==> config.mk <==
export PLATFORM = sky130hd
export DESIGN_NAME = traffic_signal_monitor_flat
export DESIGN_NICKNAME = d
export VERILOG_FILES = /design/src/rtl/traffic_signal_monitor_if.sv /design/src/rtl/traffic_signal_monitor.sv /design/src/flat_wrapper.sv
export SDC_FILE = /design/constraint.sdc
export NUM_CORES = 1
export LEC_CHECK = 0
export ABC_AREA = 1
export CORE_ASPECT_RATIO = 0.8
export CORE_MARGIN = 3
export CORE_UTILIZATION = 35
export DETAILED_ROUTE_END_ITERATION = 10
export SYNTH_ARGS = -nofsm -noshare
export SYNTH_HDL_FRONTEND = slang
export SYNTH_SLANG_ARGS = --single-unit
==> constraint.sdc <==
create_clock -name i_clk -period 2.1 [get_ports i_clk]
set_clock_uncertainty 0.2 [all_clocks]
set_input_delay 0.42 -clock i_clk [delete_from_list [all_inputs] [get_ports i_clk]]
set_output_delay 0.42 -clock i_clk [all_outputs]
set_load 0.05 [all_outputs]
==> src/rtl/traffic_signal_monitor_if.sv <==
// traffic_signal_monitor_if: lamp inputs from the controller and checker outputs
// master: drives grn/ylw/red for approaches 1 and 2, observes the checker outputs
// slave:  the monitor; reads lamps, drives armed, fault, fault_code, flash_req, st1, st2
interface traffic_signal_monitor_if;
  logic grn1, ylw1, red1, grn2, ylw2, red2;
  logic armed, fault, flash_req;
  logic [2:0] fault_code;
  logic [1:0] st1, st2;
  modport master (
    output grn1, ylw1, red1, grn2, ylw2, red2,
    input  armed, fault, fault_code, flash_req, st1, st2
  );
  modport slave (
    input  grn1, ylw1, red1, grn2, ylw2, red2,
    output armed, fault, fault_code, flash_req, st1, st2
  );
endinterface

==> src/rtl/traffic_signal_monitor.sv <==
// traffic_signal_monitor: checks two-approach signal lamps for legal sequencing and latches the first fault
// i_clk: clock, i_rst: sync active-high reset
// io_bus: lamps in; armed, fault, fault_code (0 none, 1..7), flash_req, st1/st2 (0 R, 1 G, 2 Y, 3 invalid) out
module traffic_signal_monitor #(
  parameter int CW         = 8,
  parameter int MIN_YLW    = 4,
  parameter int MAX_ALLRED = 16,
  parameter int ARM_CYC    = 3
) (
  input logic i_clk,
  input logic i_rst,
  traffic_signal_monitor_if.slave io_bus
);
  typedef enum logic [1:0] {INIT, RUN, TRIP} state_t;
  localparam int AW = $clog2(ARM_CYC + 1);
  localparam logic [CW-1:0] SAT   = '1;
  localparam logic [CW-1:0] MINY  = CW'(MIN_YLW);
  localparam logic [CW-1:0] ARLIM = CW'(MAX_ALLRED + 1);
  localparam logic [AW-1:0] ARM   = AW'(ARM_CYC);
  // l = {red, ylw, grn}
  function automatic logic [1:0] dec(input logic [2:0] l);
    return l == 3'b100 ? 2'd0 : l == 3'b001 ? 2'd1 : l == 3'b010 ? 2'd2 : 2'd3;
  endfunction
  function automatic logic [CW-1:0] inc(input logic [CW-1:0] v);
    return v == SAT ? SAT : v + 1'b1;
  endfunction
  state_t        r_st, w_nxt;
  logic [2:0]    r_s1, r_s2, w_l1, w_l2, w_code, r_code;
  logic [1:0]    w_st1, w_st2, w_in1, w_in2, r_p1, r_p2;
  logic [CW-1:0] r_dw1, r_dw2, r_pdw1, r_pdw2, r_ar;
  logic [AW-1:0] r_cln;
  logic          r_flash, r_vld, w_clean, w_nr;
  assign w_l1  = {io_bus.red1, io_bus.ylw1, io_bus.grn1};
  assign w_l2  = {io_bus.red2, io_bus.ylw2, io_bus.grn2};
  assign w_in1 = dec(w_l1);
  assign w_in2 = dec(w_l2);
  assign w_st1 = dec(r_s1);
  assign w_st2 = dec(r_s2);
  // r_p* / r_pdw* hold the previous sample's decode and how long that state had been held,
  // so a Y->R step sees the yellow dwell even though the current dwell has already reloaded
  always_comb begin
    w_nr    = (w_st1 == 2'd1 || w_st1 == 2'd2) && (w_st2 == 2'd1 || w_st2 == 2'd2);
    w_clean = r_vld && w_st1 != 2'd3 && w_st2 != 2'd3 && !w_nr;
    w_code  = w_nr ? 3'd1
      : ((w_st1 == 2'd3 && r_s1 != 3'b0) || (w_st2 == 2'd3 && r_s2 != 3'b0)) ? 3'd2
      : (r_s1 == 3'b0 || r_s2 == 3'b0) ? 3'd3
      : ((r_p1 == 2'd1 && w_st1 == 2'd0) || (r_p2 == 2'd1 && w_st2 == 2'd0)) ? 3'd4
      : ((r_p1 == 2'd2 && w_st1 == 2'd0 && r_pdw1 < MINY) ||
         (r_p2 == 2'd2 && w_st2 == 2'd0 && r_pdw2 < MINY)) ? 3'd5
      : ((r_p1 == 2'd2 && w_st1 == 2'd1) || (r_p1 == 2'd0 && w_st1 == 2'd2) ||
         (r_p2 == 2'd2 && w_st2 == 2'd1) || (r_p2 == 2'd0 && w_st2 == 2'd2)) ? 3'd6
      : (r_ar >= ARLIM) ? 3'd7 : 3'd0;
    w_nxt = (r_st == INIT && w_clean && r_cln + 1'b1 == ARM) ? RUN
      : (r_st == RUN && w_code != 3'd0) ? TRIP : r_st;
  end
  // the sample stage resets to both-red so outputs read 0; r_vld keeps that reset sample
  // from counting as a clean arming sample
  always_ff @(posedge i_clk) begin
    if (i_rst) begin
      r_st    <= INIT;
      r_s1    <= 3'b100;
      r_s2    <= 3'b100;
      r_p1    <= 2'd0;
      r_p2    <= 2'd0;
      r_dw1   <= '0;
      r_dw2   <= '0;
      r_pdw1  <= '0;
      r_pdw2  <= '0;
      r_ar    <= '0;
      r_cln   <= '0;
      r_code  <= 3'd0;
      r_flash <= 1'b0;
      r_vld   <= 1'b0;
    end else begin
      r_st    <= w_nxt;
      r_s1    <= w_l1;
      r_s2    <= w_l2;
      r_p1    <= w_st1;
      r_p2    <= w_st2;
      r_dw1   <= w_in1 != w_st1 ? CW'(1) : inc(r_dw1);
      r_dw2   <= w_in2 != w_st2 ? CW'(1) : inc(r_dw2);
      r_pdw1  <= r_dw1;
      r_pdw2  <= r_dw2;
      r_ar    <= (w_in1 == 2'd0 && w_in2 == 2'd0) ? inc(r_ar) : '0;
      r_cln   <= (r_st == INIT && w_clean) ? r_cln + 1'b1 : '0;
      r_code  <= r_st == RUN ? w_code : r_code;
      r_flash <= r_st == TRIP;
      r_vld   <= 1'b1;
    end
  end
  assign io_bus.armed      = r_st == RUN;
  assign io_bus.fault      = r_st == TRIP;
  assign io_bus.fault_code = r_code;
  assign io_bus.flash_req  = r_flash;
  assign io_bus.st1        = w_st1;
  assign io_bus.st2        = w_st2;
endmodule
==> src/flat_wrapper.sv <==
// flat-port wrapper written by rule: the top's interface ports become plain ports
module traffic_signal_monitor_flat 
#(
  parameter int CW         = 8,
  parameter int MIN_YLW    = 4,
  parameter int MAX_ALLRED = 16,
  parameter int ARM_CYC    = 3
)
  (i_clk, i_rst, io_bus_grn1, io_bus_ylw1, io_bus_red1, io_bus_grn2, io_bus_ylw2, io_bus_red2, io_bus_armed, io_bus_fault, io_bus_fault_code, io_bus_flash_req, io_bus_st1, io_bus_st2);
  traffic_signal_monitor_if io_bus_i ();
  input logic i_clk;
  input logic i_rst;
  input wire logic [$bits(io_bus_i.grn1)-1:0] io_bus_grn1;
  input wire logic [$bits(io_bus_i.ylw1)-1:0] io_bus_ylw1;
  input wire logic [$bits(io_bus_i.red1)-1:0] io_bus_red1;
  input wire logic [$bits(io_bus_i.grn2)-1:0] io_bus_grn2;
  input wire logic [$bits(io_bus_i.ylw2)-1:0] io_bus_ylw2;
  input wire logic [$bits(io_bus_i.red2)-1:0] io_bus_red2;
  output wire logic [$bits(io_bus_i.armed)-1:0] io_bus_armed;
  output wire logic [$bits(io_bus_i.fault)-1:0] io_bus_fault;
  output wire logic [$bits(io_bus_i.fault_code)-1:0] io_bus_fault_code;
  output wire logic [$bits(io_bus_i.flash_req)-1:0] io_bus_flash_req;
  output wire logic [$bits(io_bus_i.st1)-1:0] io_bus_st1;
  output wire logic [$bits(io_bus_i.st2)-1:0] io_bus_st2;
  assign io_bus_i.grn1 = io_bus_grn1;
  assign io_bus_i.ylw1 = io_bus_ylw1;
  assign io_bus_i.red1 = io_bus_red1;
  assign io_bus_i.grn2 = io_bus_grn2;
  assign io_bus_i.ylw2 = io_bus_ylw2;
  assign io_bus_i.red2 = io_bus_red2;
  assign io_bus_armed = io_bus_i.armed;
  assign io_bus_fault = io_bus_i.fault;
  assign io_bus_fault_code = io_bus_i.fault_code;
  assign io_bus_flash_req = io_bus_i.flash_req;
  assign io_bus_st1 = io_bus_i.st1;
  assign io_bus_st2 = io_bus_i.st2;
  traffic_signal_monitor #(.CW(CW), .MIN_YLW(MIN_YLW), .MAX_ALLRED(MAX_ALLRED), .ARM_CYC(ARM_CYC)) u_core (.i_clk(i_clk), .i_rst(i_rst), .io_bus(io_bus_i));
endmodule
==> results.json <==
{
  "drt-total-wl_mm": 5.63,
  "yosysUniqueCellTypes": 34,
  "synthesis.instances": 359,
  "grt_max_degree": 25,
  "setup_tns_ns": -0.301,
  "synth_edf_count": 0,
  "cpLargestDelayFamily": "simple AND/OR/NAND/NOR gates",
  "status": "finished, violations left",
  "holdWs_ns": 0.211,
  "max_freq_ghz": 0.451,
  "drv_cap": 0,
  "ir_drop_mv": 0.299,
  "switching_share": 0.286,
  "die_width_microns": 104,
  "clock-sinks": 55,
  "wl_per_cell_microns": 10.7,
  "crit_top_cell": "nand2_1",
  "antenna_found_initial": 0,
  "fp-row-count": 27,
  "synth_nets": 381,
  "p_leak_nw": 1.60,
  "failed_checks": "negative setup slack",
  "crit_chain": "nor2_2 > inv_2 > nand2_2 > inv_2 > or2_4 > inv_4 > ha_4 > nand3_1 > nor2_1 > nor2_1 > nand2_1 > nand2_1 > nand2_1 > nand2_2 > buf_4 > buf_4 > a21oi_2",
  "grt_pass1_vias": 2176,
  "cts_buffers": 5,
  "ant_nets": 0,
  "arrival_ns": 2.26,
  "die_h_microns": 84.0,
  "p_switching_uw": 638,
  "fin_ws_ns": -0.118,
  "dp_hpwl_mm": 4.05,
  "ys.flop_type": "dfxtp_1",
  "yosysWarnings": 0,
  "worstHoldPathType": "reg2reg",
  "comb_power_share": 0.231,
  "ys_ff_latch": 55,
  "insertion_delay_ns": 0.31,
  "p_int_mw": 1.60,
  "cp.required_ns": 2.14,
  "place.gp.congestion": 0.853,
  "cts_tree": "done",
  "slowest_delay_ns": 0.35,
  "clkPwrFrac": 0.282,
  "cts_root_buf": "clkbuf_8",
  "drive_gt1_frac": 0.335,
  "clk_path_buf_depth": 2,
  "dpl.cell_count": 504,
  "port_buffers": 17,
  "area_growth_pct": 36.7,
  "dp_slack_ns": -0.0727,
  "nets": 445,
  "num-fill-cells": 687,
  "power.density_mw_per_mm2": 614,
  "crit_fanout": 4,
  "io_pins": 18,
  "reg2reg_slack_ns": -0.12,
  "setup_viol": 4,
  "start_util": 0.374,
  "final-hold-violation-count": 0,
  "detail_route.first_pass.iterations": 4,
  "route.detailed.drc": 0,
  "worstSetupPathType": "reg2reg",
  "relSlewSlack": 0.662,
  "synth_area_per_cell_sq_um": 7.42,
  "worst_setup_path_end_kind": "flip-flop",
  "layout_common_cells": "51 x nor2_1, 51 x nand2_1, 51 x dfxtp_1",
  "seq_area_frac_synth": 0.414,
  "dieArea_sq_mm": 0.00870,
  "antenna_cells": 0,
  "grt_setup_unrepaired": "true",
  "grt_pass1_wl_mm": 9.41,
  "postCtsHoldBufs": 0,
  "routed_via_density": 4.46,
  "cpMaxStageDelayCell": "dfxtp_2",
  "period_share": 1.06,
  "min_period_ns": 2.22,
  "pwr-share-seq": 0.486,
  "fin_cells": 525,
  "netlist_area_sq_mm": 0.00266,
  "maxSlewViolCount": 0,
  "hp-start": "u_core.r_cln[0]",
  "track_usage": 0.128,
  "core_area_sq_mm": 0.00713,
  "vias": 2340,
  "drtIter0Drc": 91,
  "overflow": 0,
  "cp-start-kind": "flip-flop",
  "clk_pin_slew_ns": 0.11,
  "rr_startpoint": "u_core.r_s1[1]",
  "cts_max_level": 2,
  "timing.critical_path.buf_inv": 5,
  "async_flop_share": 0,
  "startpoint": "u_core.r_s1[1]",
  "worstMarginPinSlew_ns": 0.506
}
[cell type report]
| cell class | instances | area, sq um | share of cell area |
|---|---|---|---|
| clock inverter | 2 | 16.3 | 0.00447 |
| multi-input combinational | 235 | 1470 | 0.405 |
| clock buffer | 6 | 82.6 | 0.0227 |
| inverter | 65 | 249 | 0.0684 |
| sequential | 55 | 1110 | 0.304 |
| timing repair buffer | 61 | 586 | 0.161 |
| tap | 101 | 126 | 0.0347 |
[stage by stage]
stage                     area (sq um)  power, mW   util
after floorplan                   2700       1.34      -
after global placement            3260       1.50  0.457
after detailed placement          3260       1.51  0.457
after CTS                         3400       2.15  0.477
after global routing              3640       2.35  0.510
final                             3640       2.23  0.510
[power groups by stage]
stage                     Sequential (mW)  Combinational (mW)  Clock (mW)
after CTS                            1.08               0.419       0.647
final                                1.09               0.517       0.630
after detailed placement             1.11               0.400           0
after global routing                 1.09               0.565       0.691
after floorplan                      1.11               0.228           0
after global placement               1.11               0.397           0
[sequential cells by signal, indices dropped and copies added (netlist names)]
register and cells:
u_core.io_bus.fault_code 3, u_core.io_bus.flash_req 1, u_core.r_ar 8, u_core.r_cln 2, u_core.r_dw1 8, u_core.r_dw2 8, u_core.r_p1 2, u_core.r_p2 2
u_core.r_pdw1 6, u_core.r_pdw2 6, u_core.r_s1 3, u_core.r_s2 3, u_core.r_st 2, u_core.r_vld 1
[cells by family (layout without fill, tap and decap cells)]
group           count (synthesis)  after routing  share of synthesized area
fa+ha+maj                      14             14                     0.0658
xor+xnor                        5              5                     0.0221
flops                          55             55                      0.414
compound gates                 45             45                      0.103
buf+inv                        69            134                      0.101
simple gates                  171            171                      0.295
[synth_stat cells, types with 3 or more instances]
cell type   n  area share
nand3_1    22       0.041
nand2_1    58       0.082
o21ai_1     9       0.017
nand3_2     3       0.011
nor3_1      7       0.013
nor2_2      4      0.0094
a21oi_1    10       0.019
a31oi_1     9       0.021
nand2_2     4      0.0094
ha_1       14       0.066
nor2_1     56       0.079
nor3_2      3       0.011
inv_2      17       0.024
o21ai_0    10       0.019
inv_1      48       0.068
dfxtp_1    55        0.41
nand4_1     7       0.016
[path summary, 6_finish.rpt]
check	depth (start not counted)	endpoint
max reg2reg	17	u_core.io_bus.fault_code[0]
max	17	u_core.io_bus.fault_code[0]
min	1	u_core.r_cln[0]
min reg2reg	1	u_core.r_cln[0]
[repair_timing]
action                     CTS  global route
pin swaps                   13            29
resized for setup            8            45
buffers inserted             3            12
setup endpoints to repair    5            13
[metal layers]
| metal | up-vias | global-route usage | wire (microns) |
|---|---|---|---|
| li1 | 1262 | - | - |
| met1 | 1054 | 0.180 | 2930 |
| met2 | 20 | 0.201 | 2510 |
| met3 | 4 | 0.0325 | 167 |
| met4 | 0 | 0.0217 | 23 |
| met5 | - | 0 | 0 |
Note: power is estimated with default switching activity, not from simulation.
